**src/rtl/rv32_pkg.sv**
```systemverilog
// rv32_pkg: constants and types shared by the RV32 fetch-path blocks.
package rv32_pkg;

  localparam int XLEN       = 32;
  localparam int INSN_BYTES = 4;

  localparam logic [XLEN-1:0] DEFAULT_RESET_VECTOR = 32'h0000_0000;

  typedef enum logic [1:0] {
    PC_BOOT  = 2'd0,
    PC_FETCH = 2'd1,
    PC_HOLD  = 2'd2
  } pc_ctrl_state_t;

  // Redirect ranking; a larger value wins.
  typedef logic [1:0] redir_prio_t;
  localparam redir_prio_t PRIO_NONE   = 2'd0;
  localparam redir_prio_t PRIO_BRANCH = 2'd1;
  localparam redir_prio_t PRIO_JUMP   = 2'd2;
  localparam redir_prio_t PRIO_TRAP   = 2'd3;

  function automatic logic is_aligned(input logic [XLEN-1:0] addr);
    return (addr[1:0] == 2'b00);
  endfunction

endpackage

```
**src/rtl/pc_ctrl_if.sv**
```systemverilog
// pc_ctrl_if: instruction-memory request/ready handshake.
interface pc_ctrl_if;
  import rv32_pkg::*;

  logic            imem_req;
  logic [XLEN-1:0] imem_addr;
  logic            imem_ready;

  modport master (output imem_req, output imem_addr, input imem_ready);
  modport slave  (input imem_req, input imem_addr, output imem_ready);

endinterface

```
**src/rtl/pc_ctrl_pc_next_sel.sv**
```systemverilog
// pc_next_sel: redirect priority mux (trap > jump > branch) plus the
// sequential successor and the target alignment check.
// Build option: PC_CTRL_MISALIGN_TRAP_EN turns a misaligned jump/branch
// target into a trap redirect; otherwise the low target bits are cleared.
module pc_next_sel
  import rv32_pkg::*;
(
  input  logic [XLEN-1:0] pc_current,
  input  logic            trap,
  input  logic [XLEN-1:0] trap_vector,
  input  logic            jump,
  input  logic [XLEN-1:0] jump_target,
  input  logic            branch_taken,
  input  logic [XLEN-1:0] branch_target,
  output logic            redirect,
  output logic [XLEN-1:0] redir_addr,
  output redir_prio_t     redir_prio,
  output logic [XLEN-1:0] seq_addr,
  output logic            misalign
);

  logic [XLEN-1:0] ctl_tgt;
  redir_prio_t     ctl_prio;

  assign seq_addr = pc_current + XLEN'(INSN_BYTES);

  // Pick the winning redirect; trap targets pass through unchecked.
  always_comb begin
    ctl_tgt    = jump ? jump_target : branch_target;
    ctl_prio   = jump ? PRIO_JUMP : PRIO_BRANCH;
    redirect   = trap | jump | branch_taken;
    redir_addr = trap_vector;
    redir_prio = PRIO_TRAP;
    misalign   = 1'b0;
    if (!trap) begin
      if (jump || branch_taken) begin
`ifdef PC_CTRL_MISALIGN_TRAP_EN
        if (is_aligned(ctl_tgt)) begin
          redir_addr = ctl_tgt;
          redir_prio = ctl_prio;
        end else begin
          // Misaligned control transfer becomes a trap, ranked as one.
          misalign = 1'b1;
        end
`else
        redir_addr = ctl_tgt & ~XLEN'(3);
        redir_prio = ctl_prio;
`endif
      end else begin
        redir_prio = PRIO_NONE;
      end
    end
  end

endmodule

```
**src/rtl/pc_ctrl.sv**
```systemverilog
// pc_ctrl: fetch sequencer. Drives the next-PC value for the external pc
// register, issues instruction-memory requests and remembers redirects that
// arrive while no fetch is being accepted.
// Build option: PC_CTRL_MISALIGN_TRAP_EN (see pc_next_sel).
//
//   state | meaning
//   BOOT  | one cycle after reset, pc_next = RESET_VECTOR, no request
//   FETCH | request issued at pc_current (unless stalled with none pending)
//   HOLD  | stalled, no request until stall drops
module pc_ctrl
  import rv32_pkg::*;
#(
  parameter logic [XLEN-1:0] RESET_VECTOR = DEFAULT_RESET_VECTOR
) (
  input  logic            clk,
  input  logic            rst_n,
  input  logic [XLEN-1:0] pc_current,
  output logic [XLEN-1:0] pc_next,
  pc_ctrl_if.master       imem,
  input  logic            stall,
  input  logic            branch_taken,
  input  logic [XLEN-1:0] branch_target,
  input  logic            jump,
  input  logic [XLEN-1:0] jump_target,
  input  logic            trap,
  input  logic [XLEN-1:0] trap_vector,
  output logic            fetch_valid,
  output logic [XLEN-1:0] fetch_pc,
  output logic            misalign
);

  localparam logic [1:0] S_BOOT  = PC_BOOT;
  localparam logic [1:0] S_FETCH = PC_FETCH;
  localparam logic [1:0] S_HOLD  = PC_HOLD;

  logic [1:0]      state_q, state_d;
  logic            outstanding_q;
  logic            pend_valid_q;
  logic [XLEN-1:0] pend_addr_q;
  redir_prio_t     pend_prio_q;

  logic            redirect, mis_raw, xfer, take_redir;
  logic [XLEN-1:0] redir_addr, seq_addr;
  redir_prio_t     redir_prio;

  pc_next_sel u_sel (
    .pc_current    (pc_current),
    .trap          (trap),
    .trap_vector   (trap_vector),
    .jump          (jump),
    .jump_target   (jump_target),
    .branch_taken  (branch_taken),
    .branch_target (branch_target),
    .redirect      (redirect),
    .redir_addr    (redir_addr),
    .redir_prio    (redir_prio),
    .seq_addr      (seq_addr),
    .misalign      (mis_raw)
  );

  // A request already on the bus stays up until accepted, even under stall.
  assign imem.imem_req  = (state_q == S_FETCH) & (outstanding_q | ~stall);
  assign imem.imem_addr = pc_current;
  assign xfer           = imem.imem_req & imem.imem_ready;

  // A new redirect beats a remembered one of equal or lower rank.
  assign take_redir = redirect & (~pend_valid_q | (redir_prio >= pend_prio_q));

  // Next PC: hold the current PC unless a fetch is accepted.
  always_comb begin
    pc_next = pc_current;
    if (state_q == S_BOOT) begin
      pc_next = RESET_VECTOR;
    end else if (xfer) begin
      if (take_redir)        pc_next = redir_addr;
      else if (pend_valid_q) pc_next = pend_addr_q;
      else                   pc_next = seq_addr;
    end
  end

  // FSM next-state.
  always_comb begin
    state_d = state_q;
    case (state_q)
      S_BOOT:  state_d = S_FETCH;
      S_FETCH: if (stall && !outstanding_q) state_d = S_HOLD;
      S_HOLD:  if (!stall) state_d = S_FETCH;
      default: state_d = S_BOOT;
    endcase
  end

  // FSM state and outstanding-request flag.
  always_ff @(posedge clk or negedge rst_n) begin
    if (!rst_n) begin
      state_q       <= S_BOOT;
      outstanding_q <= 1'b0;
    end else begin
      state_q       <= state_d;
      outstanding_q <= imem.imem_req & ~imem.imem_ready;
    end
  end

  // Pending redirect: captured when no fetch is accepted, consumed by the next one.
  always_ff @(posedge clk or negedge rst_n) begin
    if (!rst_n) begin
      pend_valid_q <= 1'b0;
      pend_addr_q  <= '0;
      pend_prio_q  <= PRIO_NONE;
    end else if (xfer) begin
      pend_valid_q <= 1'b0;
    end else if (take_redir) begin
      pend_valid_q <= 1'b1;
      pend_addr_q  <= redir_addr;
      pend_prio_q  <= redir_prio;
    end
  end

  // Completed-fetch report and misalign pulse, one cycle after the event.
  always_ff @(posedge clk or negedge rst_n) begin
    if (!rst_n) begin
      fetch_valid <= 1'b0;
      fetch_pc    <= '0;
      misalign    <= 1'b0;
    end else begin
      fetch_valid <= xfer;
      if (xfer) fetch_pc <= pc_current;
      misalign    <= mis_raw;
    end
  end

endmodule
```
**src/flat_wrapper.sv**
```systemverilog
// flat-port wrapper written by rule: the top's interface ports become plain ports
module pc_ctrl_flat import rv32_pkg::*;
#(
  parameter logic [XLEN-1:0] RESET_VECTOR = DEFAULT_RESET_VECTOR
)
  (clk, rst_n, pc_current, pc_next, stall, branch_taken, branch_target, jump, jump_target, trap, trap_vector, fetch_valid, fetch_pc, misalign, imem_imem_req, imem_imem_addr, imem_imem_ready);
  pc_ctrl_if imem_i ();
  input  logic clk;
  input  logic rst_n;
  input  logic [XLEN-1:0] pc_current;
  output logic [XLEN-1:0] pc_next;
  input  logic stall;
  input  logic branch_taken;
  input  logic [XLEN-1:0] branch_target;
  input  logic jump;
  input  logic [XLEN-1:0] jump_target;
  input  logic trap;
  input  logic [XLEN-1:0] trap_vector;
  output logic fetch_valid;
  output logic [XLEN-1:0] fetch_pc;
  output logic misalign;
  output wire logic [$bits(imem_i.imem_req)-1:0] imem_imem_req;
  output wire logic [$bits(imem_i.imem_addr)-1:0] imem_imem_addr;
  input wire logic [$bits(imem_i.imem_ready)-1:0] imem_imem_ready;
  assign imem_imem_req = imem_i.imem_req;
  assign imem_imem_addr = imem_i.imem_addr;
  assign imem_i.imem_ready = imem_imem_ready;
  pc_ctrl #(.RESET_VECTOR(RESET_VECTOR)) u_core (.clk(clk), .rst_n(rst_n), .pc_current(pc_current), .pc_next(pc_next), .imem(imem_i), .stall(stall), .branch_taken(branch_taken), .branch_target(branch_target), .jump(jump), .jump_target(jump_target), .trap(trap), .trap_vector(trap_vector), .fetch_valid(fetch_valid), .fetch_pc(fetch_pc), .misalign(misalign));
endmodule
```
**config.mk**
```make
export PLATFORM = sky130hd
export DESIGN_NAME = pc_ctrl_flat
export DESIGN_NICKNAME = d
export VERILOG_FILES = /design/src/rtl/rv32_pkg.sv /design/src/rtl/pc_ctrl_if.sv /design/src/rtl/pc_ctrl_pc_next_sel.sv /design/src/rtl/pc_ctrl.sv /design/src/flat_wrapper.sv
export SDC_FILE = /design/constraint.sdc
export NUM_CORES = 1
export LEC_CHECK = 0
export ABC_AREA = 0
export CAP_MARGIN = 20
export CORE_MARGIN = 3
export CORE_UTILIZATION = 25
export CTS_BUF_LIST = sky130_fd_sc_hd__clkbuf_2
export CTS_CLUSTER_DIAMETER = 100
export DETAILED_ROUTE_END_ITERATION = 10
export PLACE_DENSITY_LB_ADDON = 0.08
export SETUP_SLACK_MARGIN = 0.05
export SLEW_MARGIN = 20
export SYNTH_ARGS = -nofsm -noshare
export SYNTH_HDL_FRONTEND = slang
export SYNTH_SLANG_ARGS = --single-unit
```
**constraint.sdc**
```tcl
create_clock -name clk -period 11.9 [get_ports clk]
set_input_delay 2.38 -clock clk [delete_from_list [all_inputs] [get_ports clk]]
set_output_delay 2.38 -clock clk [all_outputs]
set_load 0.005 [all_outputs]
```
# ---- Word level (Yosys, flattened, before mapping)
# Cells that the tools add are included.
dict set report classes {
  add_sub_neg 1
  mul 0
  n_div 0
  n_lt_le_gt_ge 1
  eq_ne 4
  shift 0
  muxes 15
  n_bitwise 12
  reduce_logical 7
}
# operator n
set ops {}
lappend ops {{32-bit 2-to-1 mux} 7}
lappend ops {{32-bit by 3-bit adder with 32-bit output, second input constant} 1}
lappend ops {{2-bit 2-to-1 mux} 5}
lappend ops {{2-bit one-hot mux with 3 select lines} 1}
lappend ops {{1-bit bitwise AND} 4}
lappend ops {{2-bit inequality test, second input constant} 2}
lappend ops {{1-bit inverter} 4}
lappend ops {{1-bit OR} 4}
lappend ops {{2-bit AND reduction} 2}
lappend ops {{2-bit by 1-bit equality test with 1-bit output, second input constant} 1}
lappend ops {{2-bit equality test, second input constant} 1}
lappend ops {{2-bit >= comparator} 1}
lappend ops {{2-bit zero test} 1}
lappend ops {{1-bit 2-to-1 mux} 2}
lappend ops {{2-bit nonzero test} 1}
lappend ops {{1-bit logical AND} 1}
lappend ops {{1-bit zero test} 1}
lappend ops {{1-bit logical OR} 1}
dict set report totals {
  reg_bits 71
  latch_bits 0
  ramBits 0
  rom_bits 0
  word_cells 47
  memories 0
}

# ---- Logic depth before layout (Yosys ltp)
dict set report depth {
  depth_word 9
  mapped_depth 13
  mapped_depth_nobuf 9
}

# ---- Hierarchy
# Synthesis repeated with hierarchy kept, for this count alone.
dict set report unflattened {
  hier_cells 541
  area_unflattened_um2 5546.6
}
# mod n_inst cells_per_inst area_per_inst_um2 seq_area_each_um2
set by_module_without_submodules {}
lappend by_module_without_submodules {pc_ctrl 1 343 4230.3 1801.7}
lappend by_module_without_submodules {pc_next_sel 1 198 1316.3 0.0}

# ---- Least setup slack after synthesis
# Ideal clock, no wire load.
dict set report synth_path {
  path_kind {input to output}
  start {in branch_taken}
  end {out pc_next[24]}
  t_arrival_ns 4.820
  required_ns 9.520
  setup_slack_ns 4.700
  stages 12
  path_buffers 3
  path_cell_list {clkbuf_1 nor2b_1 nor2_1 ha_1 nand2b_1 a211o_1 and2_1 buf_2 buf_2 a211oi_1 nor2_1 a311oi_1}
}
dict set report synth_via {
  elab_chain_cells 9
  word_cells_on_any_way 12
}
# element line
set synth_lines {}
lappend synth_lines {{start, declared} flat_wrapper.sv:13} ;# input logic branch_taken;
lappend synth_lines {{1-bit logical OR} pc_ctrl_pc_next_sel.sv:36} ;# if (jump || branch_taken) begin
lappend synth_lines {{2-bit 2-to-1 mux} pc_ctrl_pc_next_sel.sv:36}
lappend synth_lines {{2-bit 2-to-1 mux} pc_ctrl_pc_next_sel.sv:35} ;# if (!trap) begin
lappend synth_lines {{2-bit >= comparator} pc_ctrl.sv:67} ;# assign take_redir = redirect & (~pend_valid_q | (redir_prio >= pend_prio_q));
lappend synth_lines {{1-bit OR} pc_ctrl.sv:67}
lappend synth_lines {{1-bit bitwise AND} pc_ctrl.sv:67}
lappend synth_lines {{32-bit 2-to-1 mux *} pc_ctrl.sv:75} ;# if (take_redir) pc_next = redir_addr;
lappend synth_lines {{32-bit 2-to-1 mux *} pc_ctrl.sv:74} ;# end else if (xfer) begin
lappend synth_lines {{32-bit 2-to-1 mux *} pc_ctrl.sv:72} ;# if (state_q == S_BOOT) begin
lappend synth_lines {{end, declared} flat_wrapper.sv:11} ;# output logic [XLEN-1:0] pc_next;
# Every way passes the cells marked *; elsewhere a longest branch is shown, timed or not.

# ---- Worst setup path after layout
# Ends and elaborated chain as after synthesis.

==> reports/results.ini <==
[status]
result_of_the_run = finished, final reports clean

[synthesis]
synthesis.instances = 718
synth_mux_area_frac = 0.00998
netlist_area_mm2 = 0.00539
synth-edff-count = 0
yosysSeqAreaShare = 0.330
synthAdderAreaFrac = 0.00697
yosys.area_share.simple = 0.262
synth.net_count = 856
post_synth_num_cell_types = 60
yosys_register_bits = 71
post_synthesis_compound_gate_area_fraction = 0.268
yosysWarnings = 0
post_synthesis_area_per_instance_um2 = 7.51
postSynth.asyncResetShare = 1.00
postSynth.topFlopCell = sky130_fd_sc_hd__dfrtp_1
yosys.area_share.xor_xnor = 0.0276
synth_top_family_by_area = compound AO/OA/AOI/OAI gates

[drt]
first_iter_violations = 365
remaining_drc_errors = 0
drt-wirelength-per-cell_um = 17.9
wirelength_mm = 20.8
drt.antenna.violating_nets = 0
detailedRoute.firstPassIterationCount = 5
detail_route.vias_per_cell = 4.93
via_count = 5743

[place]
port_buffers = 228
place.gp.congestion = 0.827
detailedPlacementHpwl_mm = 15.5

[worst_setup_path]
timing.setup.critical_path_class = in2out
ordered_list_of_cells_on_the_worst_path = clkdlybuf4s50_1 -> buf_4 -> nor2b_1 -> nor2_1 -> ha_1 -> nand2b_1 -> a211o_1 -> and2_1 -> a211oi_1 -> a21oi_1 -> a311oi_1 -> clkdlybuf4s50_1
cp_top_family = compound AO/OA/AOI/OAI gates
timing.critical_path.fanout_max = 31
endpoint_kind = output port
regToRegSetupSlack_ns = 8.83
crit_top_cell = sky130_fd_sc_hd__clkdlybuf4s50_1
arrival_ns = 6.46
startpoint_type = input port
cp_num_buf_inv = 3
cp.required_ns = 9.52
cp_slowest_cell = sky130_fd_sc_hd__clkdlybuf4s50_1
critical-path-max-stage-delay_ns = 0.57

[finish]
regArea_mm2 = 0.00178
layout.cells.most_common_list = 227 x sky130_fd_sc_hd__clkdlybuf4s50_1, 148 x sky130_fd_sc_hd__nand2_1, 71 x sky130_fd_sc_hd__dfrtp_1
mostFrequentLayoutCell = sky130_fd_sc_hd__clkdlybuf4s50_1
multi_input_area_mm2 = 0.00311
layout-drive-gt1-share = 0.0507
num-fill-cells = 2213
layout-area-overhead-vs-synth_pct = 44.3
nNetsFinal = 1021

[clocking]
cts_inserted_buffers = 9
cts_tree = yes
cts_hold_buffers = 0
clk_pin_slew_worst_paths_ns = 0.17
clkLatencyLatePin_ns = 0.51
postCtsSetupRepairBufs = 0
tritoncts_num_sinks = 71
clock-root-buffer = sky130_fd_sc_hd__clkbuf_2
ctsLongestPathBuffers = 2
post_cts_resize_count = 0
cts_h_tree_depth = 3

[global_routing]
grt_max_degree = 72
via_count_of_the_first_global_routing_pass = 5523
grt_remaining_overflow = 0
grt_use_total = 0.172
number_of_antenna_violations_at_the_first_check_in_global_routing = 1
grt_first_pass_wirelength_mm = 32.5

[timing]
grt_setup_unrepaired = no
final_min_period_over_clock_period = 0.743
fin_tns_setup_ns = 0
max-slew-margin-rel = 0.334
tightest_slew_ns = 0.999
final.setup_skew_ns = 0.0234
clock.fmax_mhz = 113
finalSetupViolations = 0
min_period_ns = 8.84
report.final.hold_viol_count = 0
maxSlewViolCount = 0

[die]
top_level_ports = 234
floorplan.core_area_mm2 = 0.0211
starting_density_of_the_core = 0.256
die_w_um = 153
die_height_um = 153
std_cell_rows = 53
floorplan_die_area_mm2 = 0.0234

[pwr]
power_leakage_nw = 3.09
power.density_mw_per_mm2 = 172
report.power.total_mw = 1.34
ir_worst_vdd_uv = 64.1

[worst_hold_path]
kind_of_path_behind_the_tightest_hold_check = reg2reg

[flow_run]
drv.max_cap_violation_count = 0

[synth_stat cells, types with 4 or more instances]
master	count	area, um2
sky130_fd_sc_hd__nand2_1	149	559
sky130_fd_sc_hd__dfrtp_1	71	1780
sky130_fd_sc_hd__o21ai_0	70	350
sky130_fd_sc_hd__a21oi_1	46	230
sky130_fd_sc_hd__nor2_1	42	158
sky130_fd_sc_hd__clkbuf_1	35	131
sky130_fd_sc_hd__nor2b_1	34	213
sky130_fd_sc_hd__buf_4	33	248
sky130_fd_sc_hd__a22oi_1	20	150
sky130_fd_sc_hd__nand3_1	16	80.1
sky130_fd_sc_hd__o21a_1	16	120
sky130_fd_sc_hd__inv_1	14	52.6
sky130_fd_sc_hd__buf_2	13	65.1
sky130_fd_sc_hd__a221oi_1	12	105
sky130_fd_sc_hd__a211oi_1	11	82.6
sky130_fd_sc_hd__a31oi_1	10	62.6
sky130_fd_sc_hd__xor2_1	10	87.6
sky130_fd_sc_hd__a2bb2oi_1	7	61.3
sky130_fd_sc_hd__xnor2_1	7	61.3
sky130_fd_sc_hd__nand2b_1	6	37.5
sky130_fd_sc_hd__nor3_1	6	30.0
sky130_fd_sc_hd__or3_1	6	37.5
sky130_fd_sc_hd__a311oi_1	5	43.8
sky130_fd_sc_hd__and3_1	5	31.3
sky130_fd_sc_hd__a22o_1	4	35.0
sky130_fd_sc_hd__o211ai_1	4	30.0
sky130_fd_sc_hd__o221ai_1	4	35.0
[worst paths after layout]
check / cells past startpoint / to / startpoint
worst max register to register: 7 / u_core.pend_addr_q[11]$_DFFE_PN0P_ / u_core.pend_valid_q$_DFFE_PN0P_
max in group asynchronous: 1 / u_core.fetch_pc[17]$_DFFE_PN0P_ / rst_n
min in group asynchronous: 1 / u_core.fetch_pc[7]$_DFFE_PN0P_ / rst_n
worst min-delay path: 2 / u_core.fetch_pc[13]$_DFFE_PN0P_ / u_core.fetch_pc[13]$_DFFE_PN0P_
worst max-delay path: 12 / pc_next[24] / branch_taken
worst min register to register: 2 / u_core.fetch_pc[13]$_DFFE_PN0P_ / u_core.fetch_pc[13]$_DFFE_PN0P_
[per-layer routing]
layer,wire length [um],global-route usage
met1,10200,0.259
met2,8780,0.252
met3,1530,0.0391
met4,235,0.0365
met5,0,0
[registers in the layout, indices dropped and copies added (netlist names)]
register	cells
u_core.pend_valid_q	1
u_core.fetch_valid	1
u_core.pend_prio_q	2
u_core.outstanding_q	1
u_core.state_q	2
u_core.fetch_pc	32
u_core.pend_addr_q	32
[per-stage QoR]
step / hold slack (ns) / utilization / instances / setup slack (ns) / cell area, um2
4_1_cts: 0.502 / 0.368 / 1162 / 3.07 / 7760
3_5_place_dp: 0.463 / 0.362 / 1146 / 3.08 / 7630
3_3_place_gp: 0.454 / 0.361 / 1145 / 3.08 / 7620
2_1_floorplan: 0.441 / - / 718 / 4.70 / 5390
5_1_grt: 0.525 / 0.369 / 1164 / 2.83 / 7780
6_report: 0.497 / 0.369 / 1164 / 3.06 / 7780
[cells by family after synthesis]
logic type               count (synthesis)
buffers and inverters                   98
XOR/XNOR                                17
adder cells (fa/ha/maj)                  3
flip-flops                              71
AND/OR/NAND/NOR                        297
multiplexers                             5
AO/OA/AOI/OAI                          226
other                                    1
[worst reg2reg max path, stage by stage, from the launching register on]
cell	delay [ns]
sky130_fd_sc_hd__dfrtp_1	0.41
sky130_fd_sc_hd__buf_4	0.23
sky130_fd_sc_hd__inv_1	0.45
sky130_fd_sc_hd__a211o_1	0.31
sky130_fd_sc_hd__and2_1	0.63
sky130_fd_sc_hd__nand2_2	0.37
sky130_fd_sc_hd__buf_12	0.30
sky130_fd_sc_hd__mux2_2	0.29
[power by group]
part,switching [mW],internal (mW)
Clock,0.0888,0.0698
Sequential,0.0589,0.353
Combinational,0.390,0.377
[cell type report]
| class | count | area share |
|---|---|---|
| repair buffers | 237 | 0.303 |
| clock inverters | 5 | 0.00933 |
| well taps | 275 | 0.0442 |
| inverters | 15 | 0.00724 |
| flip-flops and latches | 71 | 0.228 |
| diodes | 1 | 0.000322 |
| clock buffers | 11 | 0.00708 |
| multi-input cells | 549 | 0.400 |
(Power assumes the default switching activity.)
==> RTL edit (config.mk and constraints unchanged) <==
Reset style: synchronous (`rst_n`), changed in 3 clocked blocks.
--- a/src/rtl/pc_ctrl.sv
+++ b/src/rtl/pc_ctrl.sv
@@ -90,7 +90,7 @@
   end
 
   // FSM state and outstanding-request flag.
-  always_ff @(posedge clk or negedge rst_n) begin
+  always_ff @(posedge clk) begin
     if (!rst_n) begin
       state_q       <= S_BOOT;
       outstanding_q <= 1'b0;
@@ -101,7 +101,7 @@
   end
 
   // Pending redirect: captured when no fetch is accepted, consumed by the next one.
-  always_ff @(posedge clk or negedge rst_n) begin
+  always_ff @(posedge clk) begin
     if (!rst_n) begin
       pend_valid_q <= 1'b0;
       pend_addr_q  <= '0;
@@ -116,7 +116,7 @@
   end
 
   // Completed-fetch report and misalign pulse, one cycle after the event.
-  always_ff @(posedge clk or negedge rst_n) begin
+  always_ff @(posedge clk) begin
     if (!rst_n) begin
       fetch_valid <= 1'b0;
       fetch_pc    <= '0;
Check against the original RTL: differs if rst_n is asserted again (counterexample within 4 cycles, from zero or initial values and one cycle with rst_n low); with rst_n held inactive, the same outputs for 4 cycles.
==> RTL edit against the original RTL <==
  * Critical path type unchanged
  * Count of clock-buffer cells in the layout down 1
  * Sequential cell count did not move
  * Critical endpoint is now pc_next[19]
  * Worst setup slack worse by 0.17 ns
  * Synthesized area rose by 1.6%
  * Fmax decreased by 1.9%
  * Core utilization is 0.12 points lower
  * Synthesized cell count increased by 9.7%
  * Via count grew 4.1%
  * Routed wire length increased by 5.3%
  * Cell area up 0.63%
Power is not compared: it rests on default switching activity, and its combinational part moved more than twofold at a synthesized area within 25%.
==> RTL edit: results (changes against the original RTL) <==
----------------------------------------------------
[Synthesis]
  Cell type with the highest aggregate area in the netlist ... sky130_fd_sc_hd__dfxtp_1
  Syn nets ... 926 (+8.2%)
  Fraction of synthesized cell area in xor and xnor cells ... 2.881% (+0.12 points)
  Async SR Flop Fraction ... 0% (-100 points)
  Mean instance size in the synthesized netlist ... 6.945 um^2 (-7.5%)
  Most instantiated cells after synthesis ... sky130_fd_sc_hd__nand2_1, sky130_fd_sc_hd__dfxtp_1, sky130_fd_sc_hd__o21ai_0
  Fraction of the mapped netlist area in adder cells ... 0.6859% (-0.011 points)
  Top post-synthesis cells by area ... sky130_fd_sc_hd__dfxtp_1, sky130_fd_sc_hd__nand2_1, sky130_fd_sc_hd__o21ai_0
  Share of the yosys chip area belonging to registers ... 25.97% (-7.0 points)
  Library cells used by synthesis ... 58 (-3.3%)

[Placement]
  Final Wtd Congestion ... 0.7883 (-4.7%)
  Pre-CTS setup slack ... 2.845 ns (-0.2310 ns)
  Total half-perimeter wirelength after legalization and detailed placement ... 15.84 mm (+2.1%)
  Placed cell count ... 1208 (+5.4%)

[Detailed routing]
  First-iteration detailed-routing DRC count ... 343 (-6.0%)
  Met3 Wirelength ... 1.018 mm (-33%)
  Met1 wire length ... 9.247 mm (-9.8%)
  Routed met2 length ... 11.27 mm (+28%)

[GRT]
  Global-route track usage on met3 ... 3.096% (-0.81 points)
  Antenna violations before repair ... 0 (-1)
  Met1 Use GR ... 22.53% (-3.4 points)
  Met2 track utilization from global routing ... 31.86% (+6.6 points)
  Via count of the first global-routing pass ... 5809 (+5.2%)

[Critical path]
  Reg-to-reg critical path endpoint ... u_core.pend_addr_q[30]

[Timing]
  Worst clock skew ... 0.02362 ns (+0.0002456 ns)

[Finish]
  Fill cell instance count of the final layout ... 2310 (+4.4%)
  Number of nets at the end of the flow ... 1083 (+6.1%)
  Share of cells above drive strength 1 ... 5.158% (+0.090 points)

[Worst hold path]
  End point of the worst hold path ... u_core.fetch_pc[11]

[Outcome]
  Run status ... finished, final reports clean

[Clock tree]
  Latest clock arrival within the worst-skew pair ... 0.56 ns (+0.05 ns)

----------------------------------------------------
==> RTL edit: area by class of cell <==
class | instances | share of cell area, %
multi-input cells | 614 | 44.84
repair buffers | 241 | 30.50
flip-flops and latches | 71 | 18.16
well taps | 275 | 4.396
clock inverters | 6 | 1.087
clock buffers | 10 | 0.6394
inverters | 8 | 0.3836
==> RTL edit: worst max-delay path: stages <==
cell and delay [ns]:
sky130_fd_sc_hd__clkdlybuf4s50_1 0.45, sky130_fd_sc_hd__buf_4 0.34, sky130_fd_sc_hd__nand2b_1 0.22, sky130_fd_sc_hd__nor2b_1 0.20, sky130_fd_sc_hd__ha_1 0.31, sky130_fd_sc_hd__nand2b_1 0.15, sky130_fd_sc_hd__a211oi_2 0.30, sky130_fd_sc_hd__or2_1 0.68
sky130_fd_sc_hd__buf_4 0.43, sky130_fd_sc_hd__mux2i_1 0.32, sky130_fd_sc_hd__o21ai_0 0.14, sky130_fd_sc_hd__o21ai_0 0.13, sky130_fd_sc_hd__clkdlybuf4s50_1 0.55
==> RTL edit: worst max path at each step <==
stage                  endpoint  slack (ns)  cells after the start
floorplan           pc_next[26]        5.04                     11
finish              pc_next[19]        2.89                     13
detailed placement  pc_next[19]        2.85                     13
global route        pc_next[19]        2.53                     13
CTS                 pc_next[19]        2.82                     13
global placement    pc_next[19]        2.84                     13
==> RTL edit: metrics by stage <==
stage	util (%)	hold slack, ns	power, W	instance area (um^2)
finish	36.77	0.4766	0.0006749	7828
global route	36.77	0.4992	0.0007210	7828
CTS	36.68	0.4816	0.0006851	7807
detailed placement	36.04	0.4589	0.0005149	7672
global placement	36.04	0.4534	0.0005150	7672
floorplan	-	0.4600	0.0003924	5473
